### src/rtl/excp_commit_unit_pkg.sv
// Shared types for the commit-side exception/interrupt arbiter:
// exception-cause layout, TLB fault flags, lane bundle and FSM encodings.
package excp_commit_unit_pkg;

    localparam int unsigned ETYPE_W = 12;

    typedef struct packed {
        logic adel_if;
        logic adel_ld;
        logic ades;
        logic ri;
        logic ov;
        logic sys;
        logic bp;
        logic tr;
        logic cpu;
        logic fpe;
        logic watch;
        logic mcheck;
    } excp_type_t;

    typedef struct packed {
        logic refill;
        logic invalid;
        logic modified;
    } tlb_exc_t;

    typedef struct packed {
        logic [31:0] pc;
        logic        valid;
        logic        branch;
        excp_type_t  etype;
        tlb_exc_t    itlb;
        tlb_exc_t    dtlb;
        logic [31:0] vaddr;
        logic        eret;
    } commit_lane_t;

    localparam logic [1:0] IDLE     = 2'd0;
    localparam logic [1:0] REDIRECT = 2'd1;
    localparam logic [1:0] DRAIN    = 2'd2;

    function automatic logic lane_has_exc(commit_lane_t l);
        return l.valid && ((|l.etype) || (|l.itlb) || (|l.dtlb));
    endfunction

endpackage

### src/rtl/excp_commit_unit_if.sv
// Bundle of retiring-lane inputs, CP0 feedback and CP0/fetch event outputs.
interface excp_commit_unit_if;
    import excp_commit_unit_pkg::*;

    logic        stall;
    logic        l0_valid, l1_valid;
    logic [31:0] l0_pc, l1_pc;
    logic        l0_branch, l1_branch;
    excp_type_t  l0_etype, l1_etype;
    tlb_exc_t    l0_itlb, l1_itlb, l0_dtlb, l1_dtlb;
    logic [31:0] l0_vaddr, l1_vaddr;
    logic        l0_eret, l1_eret;
    logic        cp0_is_int;
    logic [31:0] cp0_entrance;
    logic [31:0] cp0_epc;

    logic        exc_valid;
    excp_type_t  exc_etype;
    tlb_exc_t    exc_itlb, exc_dtlb;
    logic [31:0] exc_pc, exc_vaddr;
    logic        exc_slot;
    logic        inter_valid;
    logic [31:0] int_pc;
    logic        int_slot;
    logic        eret_out;
    logic        flush;
    logic        redirect_valid;
    logic [31:0] redirect_pc;
    logic        l0_commit, l1_commit;

    modport mst (
        output stall, l0_valid, l1_valid, l0_pc, l1_pc, l0_branch, l1_branch,
               l0_etype, l1_etype, l0_itlb, l1_itlb, l0_dtlb, l1_dtlb,
               l0_vaddr, l1_vaddr, l0_eret, l1_eret,
               cp0_is_int, cp0_entrance, cp0_epc,
        input  exc_valid, exc_etype, exc_itlb, exc_dtlb, exc_pc, exc_vaddr, exc_slot,
               inter_valid, int_pc, int_slot, eret_out, flush,
               redirect_valid, redirect_pc, l0_commit, l1_commit
    );

    modport slv (
        input  stall, l0_valid, l1_valid, l0_pc, l1_pc, l0_branch, l1_branch,
               l0_etype, l1_etype, l0_itlb, l1_itlb, l0_dtlb, l1_dtlb,
               l0_vaddr, l1_vaddr, l0_eret, l1_eret,
               cp0_is_int, cp0_entrance, cp0_epc,
        output exc_valid, exc_etype, exc_itlb, exc_dtlb, exc_pc, exc_vaddr, exc_slot,
               inter_valid, int_pc, int_slot, eret_out, flush,
               redirect_valid, redirect_pc, l0_commit, l1_commit
    );

endinterface

### src/rtl/excp_commit_unit_lane_sel.sv
// Combinational priority select of at most one precise event across the two
// retiring lanes, plus the per-lane commit permissions that follow from it.
module excp_lane_sel
    import excp_commit_unit_pkg::*;
(
    input  commit_lane_t l0,
    input  commit_lane_t l1,
    input  logic         live,
    input  logic         last_branch,
    input  logic         cp0_is_int,
    output logic         take_int,
    output logic         take_exc,
    output logic         take_eret,
    output logic [31:0]  int_pc,
    output logic         int_slot,
    output excp_type_t   exc_etype,
    output tlb_exc_t     exc_itlb,
    output tlb_exc_t     exc_dtlb,
    output logic [31:0]  exc_pc,
    output logic [31:0]  exc_vaddr,
    output logic         exc_slot,
    output logic         l0_commit,
    output logic         l1_commit,
    output logic         commit_branch
);

    logic l0_slot;
    logic l1_slot;

    assign l0_slot = last_branch;
    assign l1_slot = l0.branch;

    always_comb begin
        take_int  = 1'b0;
        take_exc  = 1'b0;
        take_eret = 1'b0;
        int_pc    = '0;
        int_slot  = 1'b0;
        exc_etype = '0;
        exc_itlb  = '0;
        exc_dtlb  = '0;
        exc_pc    = '0;
        exc_vaddr = '0;
        exc_slot  = 1'b0;
        l0_commit = 1'b0;
        l1_commit = 1'b0;
        if (live) begin
            if (cp0_is_int && l0.valid) begin
                take_int = 1'b1;
                int_pc   = l0.pc;
                int_slot = l0_slot;
            end else if (lane_has_exc(l0)) begin
                take_exc  = 1'b1;
                exc_etype = l0.etype;
                exc_itlb  = l0.itlb;
                exc_dtlb  = l0.dtlb;
                exc_pc    = l0.pc;
                exc_vaddr = l0.vaddr;
                exc_slot  = l0_slot;
            end else if (l0.valid && l0.eret) begin
                take_eret = 1'b1;
                l0_commit = 1'b1;
            end else if (lane_has_exc(l1)) begin
                take_exc  = 1'b1;
                exc_etype = l1.etype;
                exc_itlb  = l1.itlb;
                exc_dtlb  = l1.dtlb;
                exc_pc    = l1.pc;
                exc_vaddr = l1.vaddr;
                exc_slot  = l1_slot;
                l0_commit = 1'b1;
            end else if (l1.valid && l1.eret) begin
                take_eret = 1'b1;
                l0_commit = 1'b1;
                l1_commit = 1'b1;
            end else begin
                l0_commit = l0.valid;
                l1_commit = l1.valid;
            end
        end
    end

    // Branch flag of the youngest lane that actually commits this cycle.
    assign commit_branch = l1_commit ? l1.branch : l0.branch;

endmodule

### src/rtl/excp_commit_unit.sv
// Commit-side exception/interrupt arbiter: drives CP0 event inputs and
// sequences flush, fetch redirect and front-end drain after each event.
module excp_commit_unit
    import excp_commit_unit_pkg::*;
#(
    parameter int unsigned DRAIN_CYCLES = 2
) (
    input  logic                   clk,
    input  logic                   reset,
    excp_commit_unit_if.slv        bus
);

    localparam int unsigned CNT_W = (DRAIN_CYCLES < 1) ? 1 : $clog2(DRAIN_CYCLES + 1);

    logic [1:0]       state_q, state_d;
    logic [CNT_W-1:0] cnt_q, cnt_d;
    logic [31:0]      target_q, target_d;
    logic             last_branch_q, last_branch_d;

    commit_lane_t l0, l1;
    logic         live;
    logic         take_int, take_exc, take_eret;
    logic         l0_commit, l1_commit, commit_branch;

    assign l0 = '{pc: bus.l0_pc, valid: bus.l0_valid, branch: bus.l0_branch,
                  etype: bus.l0_etype, itlb: bus.l0_itlb, dtlb: bus.l0_dtlb,
                  vaddr: bus.l0_vaddr, eret: bus.l0_eret};
    assign l1 = '{pc: bus.l1_pc, valid: bus.l1_valid, branch: bus.l1_branch,
                  etype: bus.l1_etype, itlb: bus.l1_itlb, dtlb: bus.l1_dtlb,
                  vaddr: bus.l1_vaddr, eret: bus.l1_eret};

    // Reset is folded in so nothing reaches CP0 while the FSM is being cleared.
    assign live = (state_q == IDLE) && !bus.stall && !reset;

    excp_lane_sel u_sel (
        .l0            (l0),
        .l1            (l1),
        .live          (live),
        .last_branch   (last_branch_q),
        .cp0_is_int    (bus.cp0_is_int),
        .take_int      (take_int),
        .take_exc      (take_exc),
        .take_eret     (take_eret),
        .int_pc        (bus.int_pc),
        .int_slot      (bus.int_slot),
        .exc_etype     (bus.exc_etype),
        .exc_itlb      (bus.exc_itlb),
        .exc_dtlb      (bus.exc_dtlb),
        .exc_pc        (bus.exc_pc),
        .exc_vaddr     (bus.exc_vaddr),
        .exc_slot      (bus.exc_slot),
        .l0_commit     (l0_commit),
        .l1_commit     (l1_commit),
        .commit_branch (commit_branch)
    );

    assign bus.exc_valid   = take_exc;
    assign bus.inter_valid = take_int;
    assign bus.eret_out    = take_eret;
    assign bus.l0_commit   = l0_commit;
    assign bus.l1_commit   = l1_commit;

    always_comb begin
        state_d            = state_q;
        cnt_d              = cnt_q;
        target_d           = target_q;
        last_branch_d      = last_branch_q;
        bus.flush          = 1'b0;
        bus.redirect_valid = 1'b0;
        bus.redirect_pc    = '0;
        case (state_q)
            IDLE: begin
                if (l0_commit || l1_commit) begin
                    last_branch_d = commit_branch;
                end
                if (take_int || take_exc) begin
                    target_d = bus.cp0_entrance;
                    state_d  = REDIRECT;
                end else if (take_eret) begin
                    target_d = bus.cp0_epc;
                    state_d  = REDIRECT;
                end
            end
            REDIRECT: begin
                bus.flush          = !reset;
                bus.redirect_valid = !reset;
                bus.redirect_pc    = reset ? '0 : target_q;
                last_branch_d      = 1'b0;
                cnt_d              = CNT_W'(DRAIN_CYCLES);
                state_d            = (DRAIN_CYCLES == 0) ? IDLE : DRAIN;
            end
            DRAIN: begin
                // Counter holds the remaining drain cycles including this one.
                if (cnt_q <= CNT_W'(1)) begin
                    cnt_d   = '0;
                    state_d = IDLE;
                end else begin
                    cnt_d = cnt_q - CNT_W'(1);
                end
            end
            default: begin
                state_d = IDLE;
            end
        endcase
    end

    always_ff @(posedge clk) begin
        if (reset) begin
            state_q       <= IDLE;
            cnt_q         <= '0;
            target_q      <= '0;
            last_branch_q <= 1'b0;
        end else begin
            state_q       <= state_d;
            cnt_q         <= cnt_d;
            target_q      <= target_d;
            last_branch_q <= last_branch_d;
        end
    end

endmodule

### src/flat_wrapper.sv
// flat-port wrapper written by rule: the top's interface ports become plain ports
module excp_commit_unit_flat import excp_commit_unit_pkg::*;
#(
    parameter int unsigned DRAIN_CYCLES = 2
)
  (clk, reset, bus_stall, bus_l0_valid, bus_l1_valid, bus_l0_pc, bus_l1_pc, bus_l0_branch, bus_l1_branch, bus_l0_etype, bus_l1_etype, bus_l0_itlb, bus_l1_itlb, bus_l0_dtlb, bus_l1_dtlb, bus_l0_vaddr, bus_l1_vaddr, bus_l0_eret, bus_l1_eret, bus_cp0_is_int, bus_cp0_entrance, bus_cp0_epc, bus_exc_valid, bus_exc_etype, bus_exc_itlb, bus_exc_dtlb, bus_exc_pc, bus_exc_vaddr, bus_exc_slot, bus_inter_valid, bus_int_pc, bus_int_slot, bus_eret_out, bus_flush, bus_redirect_valid, bus_redirect_pc, bus_l0_commit, bus_l1_commit);
  excp_commit_unit_if bus_i ();
  input  logic clk;
  input  logic reset;
  input wire logic [$bits(bus_i.stall)-1:0] bus_stall;
  input wire logic [$bits(bus_i.l0_valid)-1:0] bus_l0_valid;
  input wire logic [$bits(bus_i.l1_valid)-1:0] bus_l1_valid;
  input wire logic [$bits(bus_i.l0_pc)-1:0] bus_l0_pc;
  input wire logic [$bits(bus_i.l1_pc)-1:0] bus_l1_pc;
  input wire logic [$bits(bus_i.l0_branch)-1:0] bus_l0_branch;
  input wire logic [$bits(bus_i.l1_branch)-1:0] bus_l1_branch;
  input wire logic [$bits(bus_i.l0_etype)-1:0] bus_l0_etype;
  input wire logic [$bits(bus_i.l1_etype)-1:0] bus_l1_etype;
  input wire logic [$bits(bus_i.l0_itlb)-1:0] bus_l0_itlb;
  input wire logic [$bits(bus_i.l1_itlb)-1:0] bus_l1_itlb;
  input wire logic [$bits(bus_i.l0_dtlb)-1:0] bus_l0_dtlb;
  input wire logic [$bits(bus_i.l1_dtlb)-1:0] bus_l1_dtlb;
  input wire logic [$bits(bus_i.l0_vaddr)-1:0] bus_l0_vaddr;
  input wire logic [$bits(bus_i.l1_vaddr)-1:0] bus_l1_vaddr;
  input wire logic [$bits(bus_i.l0_eret)-1:0] bus_l0_eret;
  input wire logic [$bits(bus_i.l1_eret)-1:0] bus_l1_eret;
  input wire logic [$bits(bus_i.cp0_is_int)-1:0] bus_cp0_is_int;
  input wire logic [$bits(bus_i.cp0_entrance)-1:0] bus_cp0_entrance;
  input wire logic [$bits(bus_i.cp0_epc)-1:0] bus_cp0_epc;
  output wire logic [$bits(bus_i.exc_valid)-1:0] bus_exc_valid;
  output wire logic [$bits(bus_i.exc_etype)-1:0] bus_exc_etype;
  output wire logic [$bits(bus_i.exc_itlb)-1:0] bus_exc_itlb;
  output wire logic [$bits(bus_i.exc_dtlb)-1:0] bus_exc_dtlb;
  output wire logic [$bits(bus_i.exc_pc)-1:0] bus_exc_pc;
  output wire logic [$bits(bus_i.exc_vaddr)-1:0] bus_exc_vaddr;
  output wire logic [$bits(bus_i.exc_slot)-1:0] bus_exc_slot;
  output wire logic [$bits(bus_i.inter_valid)-1:0] bus_inter_valid;
  output wire logic [$bits(bus_i.int_pc)-1:0] bus_int_pc;
  output wire logic [$bits(bus_i.int_slot)-1:0] bus_int_slot;
  output wire logic [$bits(bus_i.eret_out)-1:0] bus_eret_out;
  output wire logic [$bits(bus_i.flush)-1:0] bus_flush;
  output wire logic [$bits(bus_i.redirect_valid)-1:0] bus_redirect_valid;
  output wire logic [$bits(bus_i.redirect_pc)-1:0] bus_redirect_pc;
  output wire logic [$bits(bus_i.l0_commit)-1:0] bus_l0_commit;
  output wire logic [$bits(bus_i.l1_commit)-1:0] bus_l1_commit;
  assign bus_i.stall = bus_stall;
  assign bus_i.l0_valid = bus_l0_valid;
  assign bus_i.l1_valid = bus_l1_valid;
  assign bus_i.l0_pc = bus_l0_pc;
  assign bus_i.l1_pc = bus_l1_pc;
  assign bus_i.l0_branch = bus_l0_branch;
  assign bus_i.l1_branch = bus_l1_branch;
  assign bus_i.l0_etype = bus_l0_etype;
  assign bus_i.l1_etype = bus_l1_etype;
  assign bus_i.l0_itlb = bus_l0_itlb;
  assign bus_i.l1_itlb = bus_l1_itlb;
  assign bus_i.l0_dtlb = bus_l0_dtlb;
  assign bus_i.l1_dtlb = bus_l1_dtlb;
  assign bus_i.l0_vaddr = bus_l0_vaddr;
  assign bus_i.l1_vaddr = bus_l1_vaddr;
  assign bus_i.l0_eret = bus_l0_eret;
  assign bus_i.l1_eret = bus_l1_eret;
  assign bus_i.cp0_is_int = bus_cp0_is_int;
  assign bus_i.cp0_entrance = bus_cp0_entrance;
  assign bus_i.cp0_epc = bus_cp0_epc;
  assign bus_exc_valid = bus_i.exc_valid;
  assign bus_exc_etype = bus_i.exc_etype;
  assign bus_exc_itlb = bus_i.exc_itlb;
  assign bus_exc_dtlb = bus_i.exc_dtlb;
  assign bus_exc_pc = bus_i.exc_pc;
  assign bus_exc_vaddr = bus_i.exc_vaddr;
  assign bus_exc_slot = bus_i.exc_slot;
  assign bus_inter_valid = bus_i.inter_valid;
  assign bus_int_pc = bus_i.int_pc;
  assign bus_int_slot = bus_i.int_slot;
  assign bus_eret_out = bus_i.eret_out;
  assign bus_flush = bus_i.flush;
  assign bus_redirect_valid = bus_i.redirect_valid;
  assign bus_redirect_pc = bus_i.redirect_pc;
  assign bus_l0_commit = bus_i.l0_commit;
  assign bus_l1_commit = bus_i.l1_commit;
  excp_commit_unit #(.DRAIN_CYCLES(DRAIN_CYCLES)) u_core (.clk(clk), .reset(reset), .bus(bus_i));
endmodule
### config.mk
export PLATFORM = sky130hd
export DESIGN_NAME = excp_commit_unit_flat
export DESIGN_NICKNAME = d
export VERILOG_FILES = /design/src/rtl/excp_commit_unit_pkg.sv /design/src/rtl/excp_commit_unit_if.sv /design/src/rtl/excp_commit_unit_lane_sel.sv /design/src/rtl/excp_commit_unit.sv /design/src/flat_wrapper.sv
export SDC_FILE = /design/constraint.sdc
export NUM_CORES = 1
export LEC_CHECK = 0
export CORE_AREA = 8 8 146 148
export DETAILED_ROUTE_END_ITERATION = 6
export DIE_AREA = 0 0 154 156
export GPL_TIMING_DRIVEN = 0
export MAX_ROUTING_LAYER = met4
export SYNTH_ARGS = -nofsm -noshare
export SYNTH_HDL_FRONTEND = slang
export SYNTH_SLANG_ARGS = --single-unit
export TNS_END_PERCENT = 1
### constraint.sdc
create_clock -name clk -period 2.6 [get_ports clk]
set_clock_uncertainty 0.1 [all_clocks]
set_input_delay 0.26 -clock clk [delete_from_list [all_inputs] [get_ports clk]]
set_output_delay 0.26 -clock clk [all_outputs]
set_load 0.01 [all_outputs]
* Word level (Yosys, flattened, before mapping)
Cells that the tools add are included.
Cells by class: $add $sub $neg 1, $lt $le $gt $ge 1, equal/unequal tests 5, multiplexer cells 73, reduce and logical (&&, ||, !) cells 28
Operators by type and width (count):
- $mux 32 | 16
- $mux 12 | 5
- $mux 1 | 35
- $mux 3 | 10
- $reduce_or 12->1 | 2
- $reduce_or 3->1 | 4
- $mux 2 | 4
- $logic_and 1x1->1 | 7
- $logic_or 1x1->1 | 6
- $pmux 2 s3 | 1
- $reduce_and 2->1 | 3
- $reduce_bool 2->1 | 3
- $pmux 2 s2 | 1
- $ne 3x3->1 const B | 1
- $eq 2x1->1 const B | 1
- $eq 2x2->1 const B | 1
- $le 2x1->1 const B | 1
- $logic_not 1->1 | 2
- $logic_not 2->1 | 1
- $ne 2x1->1 const B | 1
- $ne 2x2->1 const B | 1
- $pmux 1 s2 | 1
- $sub 2x1->2 const B | 1
Word-level totals: register bits 37, input bits 238, output and inout bits 155, logic and storage cells 112

* Longest topological paths before layout
word-level depth 12, gate-level depth with buffers 9, depth with buffers taken out 7

* By module
A second synthesis with hierarchy kept.
Second synthesis, totals: cells, all modules 422, area total of the unflattened synthesis 3437.0 um^2
Modules (own cells, without submodules):
- excp_commit_unit | instances 1, cells an instance 251, area an instance 2160.8 um^2, seq. area each 740.7 um^2
- excp_lane_sel | instances 1, cells an instance 171, area an instance 1276.2 um^2, seq. area each 0.0 um^2

* Worst setup path before layout
No wires, ideal clock.
path kind input -> output, from input bus_l0_etype[5], to output bus_exc_pc[10], data arrival time 1778 ps, path slack 462 ps, cell stages on the path 8, buffers on the path 2, path through nor4_1 nand3_1 o21a_1 nor2_1 clkbuf_1 clkbuf_1 a22oi_1 nor2_1
On the way: longest elaborated chain between the ends 7
Ends and longest elaborated chain:
- from (decl) | line flat_wrapper.sv:17 | input wire logic [$bits(bus_i.l0_etype)-1:0] bus_l0_etype;
- $reduce_or 12->1 | line excp_commit_unit_pkg.sv:44 | return l.valid && ((|l.etype) || (|l.itlb) || (|l.dtlb));
- $logic_or 1x1->1 (2 in series) | line excp_commit_unit_pkg.sv:44
- $logic_and 1x1->1 | line excp_commit_unit_pkg.sv:44
- $mux 32 | line excp_commit_unit_lane_sel.sv:52 | end else if (lane_has_exc(l0)) begin
- $mux 32 | line excp_commit_unit_lane_sel.sv:48 | if (cp0_is_int && l0.valid) begin
- $mux 32 | line excp_commit_unit_lane_sel.sv:47 | if (live) begin
- to (decl) | line flat_wrapper.sv:34 | output wire logic [$bits(bus_i.exc_pc)-1:0] bus_exc_pc;
No other way between the ends.

* Worst setup path in the final report
from register u_core.state_q[1], to output bus_int_pc[30]
On the way: longest elaborated chain between the ends 4
Ends and longest elaborated chain:
- from (decl) | line excp_commit_unit.sv:15 | logic [1:0] state_q, state_d;
- from (signal assigned) | line excp_commit_unit.sv:114 | state_q <= state_d;
- $logic_not 2->1 | line excp_commit_unit.sv:33 | assign live = (state_q == IDLE) && !bus.stall && !reset;
- $logic_and 1x1->1 (2 in series) | line excp_commit_unit.sv:33
- $mux 32 | line excp_commit_unit_lane_sel.sv:47
- to (decl) | line flat_wrapper.sv:38 | output wire logic [$bits(bus_i.int_pc)-1:0] bus_int_pc;
No other way between the ends.

==> results.cfg <==
[run_status]
status = complete, no violations

[synthesis]
netlist_instances = 533
yosysSeqAreaShare_pct = 20.64
synth.ff_latch_count = 37
synth-compound-area-share_pct = 32.11
synth.area.mux_share_pct = 0.8717
post_synth_fa_ha_maj_area_fraction_pct = 1.395
synth_top_family_by_area = simple AND/OR/NAND/NOR gates
mappedNetlistArea_um2 = 3588
syn-num-nets = 775
synthDistinctLibCells = 33
yosysWarnings = 0
synthesis.area_per_instance_um2 = 6.733
post_synth_and_or_nand_nor_area_fraction_pct = 37.17
synthXorXnorAreaFrac_pct = 0

[setup_path]
timing.setup.critical_path_class = register to primary output
worst_ep_arrival_time_ns = 2.23
timing.critical_path.from = u_core.state_q[1]$_SDFFE_PP0P_
worstSetupStartpointType = register
reg2reg_to = u_core.target_q[6]$_SDFFE_PP0P_
path_delay_family = buffers and inverters
cp_data_required_time_ns = 2.24
rr_worst_depth = 8
crit_end = bus_int_pc[30]
critical_path_peak_fanout = 10
bufs_and_invs_on_worst_path = 5
worst-r2r-setup-slack_ns = 0.13
worstSetupEndpointType = primary output
path_cells = inv_1, ha_1, inv_1, or3_4, nor2_4, buf_12, clkbuf_4, and2_1, dlygate4sd2_1
timing.rr.start = u_core.state_q[1]$_SDFFE_PP0P_
worst_path_max_delay_cell = sky130_fd_sc_hd__or3_4
cp_num_cells = 9
cp_common_cell = sky130_fd_sc_hd__inv_1
cpPeakStageDelay_ns = 0.42

[layout]
nNetsFinal = 1182
final_cell_mix = sky130_fd_sc_hd__clkdlybuf4s50_1, sky130_fd_sc_hd__nand2_1, sky130_fd_sc_hd__nor2_1
layout.cells.non_filler = 1187
final_common_cell = sky130_fd_sc_hd__clkdlybuf4s50_1
layout-drive-gt1-share_pct = 22.77
flow.area_growth_from_synthesis_pct = 125.9
final_core_occ_pct = 42.48

[place]
buffer_ports.inserted = 392
dp_hpwl_um = 20580
routabilityCongestion = 0.9335
dp.cells = 1163

[hold_path]
type_of_the_worst_min_delay_path = register to register

[die]
vertical_die_dimension_um = 156
std_cell_rows = 51
start_util_pct = 18.81
die-area_um2 = 24020
coreArea_um2 = 19080
ioPinCount = 393
die_width_um = 154

[power]
power.leakage_nw = 3.426
power_per_cell_area_nw_per_um2 = 362.0
worst_ir_drop_vdd_mv = 0.2172

[cts]
ctsRootBufferMaster = sky130_fd_sc_hd__clkbuf_16
clock_insertion_delay_worst_skew_ns = 0.28
maximum_clock_insertion_buffer_count = 2
clk_pin_slew_worst_paths_ns = 0.06
cts_max_level = 2
cts_buffers = 5
cts_sinks = 37
tritoncts = built

[grt]
grt.total_usage_pct = 19.78
overflow_left_after_global_routing = 0
global_route_wire_length_before_repair_um = 35600
grt_antenna_before_repair = 9
largest_net_degree_at_the_start_of_global_routing = 12
vias_in_the_first_global_route = 5584

[timing]
finalCritPeriodShare_pct = 99.70
final_max_slew_viol_count = 0
report.final.hold_viol_count = 0
totalNegativeSetupSlack_ns = 0
setup_repair_after_global_routing_missed_its_margin = yes
worst_slew_pin_slew_ns = 0.7509
setup_viol = 0
achievable-frequency_ghz = 0.3858
slew_headroom_pct = 49.94
fin_crit_ns = 2.592

[routing]
detailedRoute.firstIterationViolations = 273
final_antenna_violating_net_count = 0
firstDrtPassIters = 5
drc_errors = 0
routed_wl_um = 24830
route.detailed.vias_per_inst = 4.620
wire_per_inst_um = 20.91
via_count = 5484

[run]
max_cap_viol_count = 0
==> cell usage after synthesis <==
master,count,share of area [%]
sky130_fd_sc_hd__nand2_1,109,11
sky130_fd_sc_hd__nor2_1,103,11
sky130_fd_sc_hd__a22oi_1,65,14
sky130_fd_sc_hd__and2_1,65,11
sky130_fd_sc_hd__dfxtp_1,37,21
sky130_fd_sc_hd__clkbuf_1,34,3.6
sky130_fd_sc_hd__a311oi_2,28,12
sky130_fd_sc_hd__a21oi_1,24,3.3
sky130_fd_sc_hd__buf_2,8,1.1
sky130_fd_sc_hd__nor4_1,8,1.4
sky130_fd_sc_hd__inv_1,6,0.63
sky130_fd_sc_hd__o21ai_0,5,0.70
sky130_fd_sc_hd__a311oi_1,4,0.98
sky130_fd_sc_hd__buf_4,4,0.84
sky130_fd_sc_hd__ha_1,4,1.4
sky130_fd_sc_hd__buf_8,3,1.3
sky130_fd_sc_hd__nand2b_1,3,0.52
sky130_fd_sc_hd__nand3_1,3,0.42
sky130_fd_sc_hd__nor3_1,3,0.42
sky130_fd_sc_hd__or3_1,3,0.52
sky130_fd_sc_hd__mux2i_1,2,0.56
sky130_fd_sc_hd__a31o_2,1,0.24
sky130_fd_sc_hd__a31oi_1,1,0.17
sky130_fd_sc_hd__a41oi_2,1,0.45
sky130_fd_sc_hd__buf_1,1,0.10
sky130_fd_sc_hd__buf_6,1,0.31
sky130_fd_sc_hd__mux2_2,1,0.31
sky130_fd_sc_hd__o21a_1,1,0.21
sky130_fd_sc_hd__o21ai_2,1,0.24
sky130_fd_sc_hd__o21bai_1,1,0.21
sky130_fd_sc_hd__o221ai_1,1,0.24
sky130_fd_sc_hd__or2_2,1,0.17
sky130_fd_sc_hd__or4_1,1,0.21
==> worst min-delay path by stage <==
stage	startpoint	end	cells after the start
2_1_floorplan	bus_cp0_entrance[24]	u_core.target_q[24]$_SDFFE_PP0P_	2
3_3_place_gp	u_core.cnt_q[0]$_SDFFE_PP0P_	u_core.cnt_q[0]$_SDFFE_PP0P_	2
3_5_place_dp	u_core.cnt_q[1]$_SDFFE_PP0P_	u_core.cnt_q[1]$_SDFFE_PP0P_	2
4_1_cts	u_core.cnt_q[1]$_SDFFE_PP0P_	u_core.cnt_q[1]$_SDFFE_PP0P_	2
5_1_grt	u_core.cnt_q[1]$_SDFFE_PP0P_	u_core.cnt_q[1]$_SDFFE_PP0P_	2
6_report	u_core.cnt_q[1]$_SDFFE_PP0P_	u_core.cnt_q[1]$_SDFFE_PP0P_	2
==> layer usage <==
metal	vias up	global-route usage [%]	part of all wire [%]
li1	2686	-	-
met1	2551	22.31	41
met2	226	34.50	50
met3	21	5.706	7.6
met4	0	3.640	1.5
met5	-	-	0
==> report_power, final <==
group	total, mW	switching (mW)	leakage, nW	internal (mW)
logic	1.62	0.811	3.05	0.813
registers	0.703	0.0419	0.303	0.661
clock network	0.607	0.230	0.0700	0.377
==> sequential cells by signal, summed over array words and instances (netlist names) <==
signal	count
u_core.state_q	2
u_core.target_q	32
u_core.cnt_q	2
u_core.last_branch_q	1
==> area by class of cell <==
cell class,instances,area [um^2]
Sequential cell,37,740.7
Tap cell,238,297.8
Clock buffer,7,142.6
Timing Repair Buffer,400,3627
Multi-Input combinational cell,439,2790
Inverter,6,22.52
Buffer,51,461.7
Antenna cell,9,22.52
Fill cell,1991,10970
==> worst min-delay path: cells and delay by family, from the launching register on <==
family | cells | cell delay, ns
flops | 1 | 0.30
compound gates | 2 | 0.13
==> repair_timing <==
item,in CTS,in global routing
cloned,1,1
hold endpoints to repair,0,0
hold buffers,0,0
setup buffers,5,1
setup endpoints to repair,183,153
gates resized for setup,436,94
pin swaps,7,10
==> per-stage QoR <==
stage	total power [mW]	cell area [um^2]	setup WS [ns]	hold slack, ns
2_1_floorplan	1.473	3588	0.4622	0.3190
3_3_place_gp	2.321	7810	-1.336	0.3594
3_5_place_dp	2.329	7810	-1.334	0.3720
4_1_cts	2.946	8082	-0.1290	0.3808
5_1_grt	3.114	8105	-0.07308	0.3857
6_report	2.934	8105	0.007905	0.3818
==> kinds of logic after synthesis <==
kind of cell    after synthesis
compound gates              133
fa+ha+maj                     4
buf+inv                      57
flops                        37
mux                           3
simple gates                299
(Power assumes the default switching activity.)
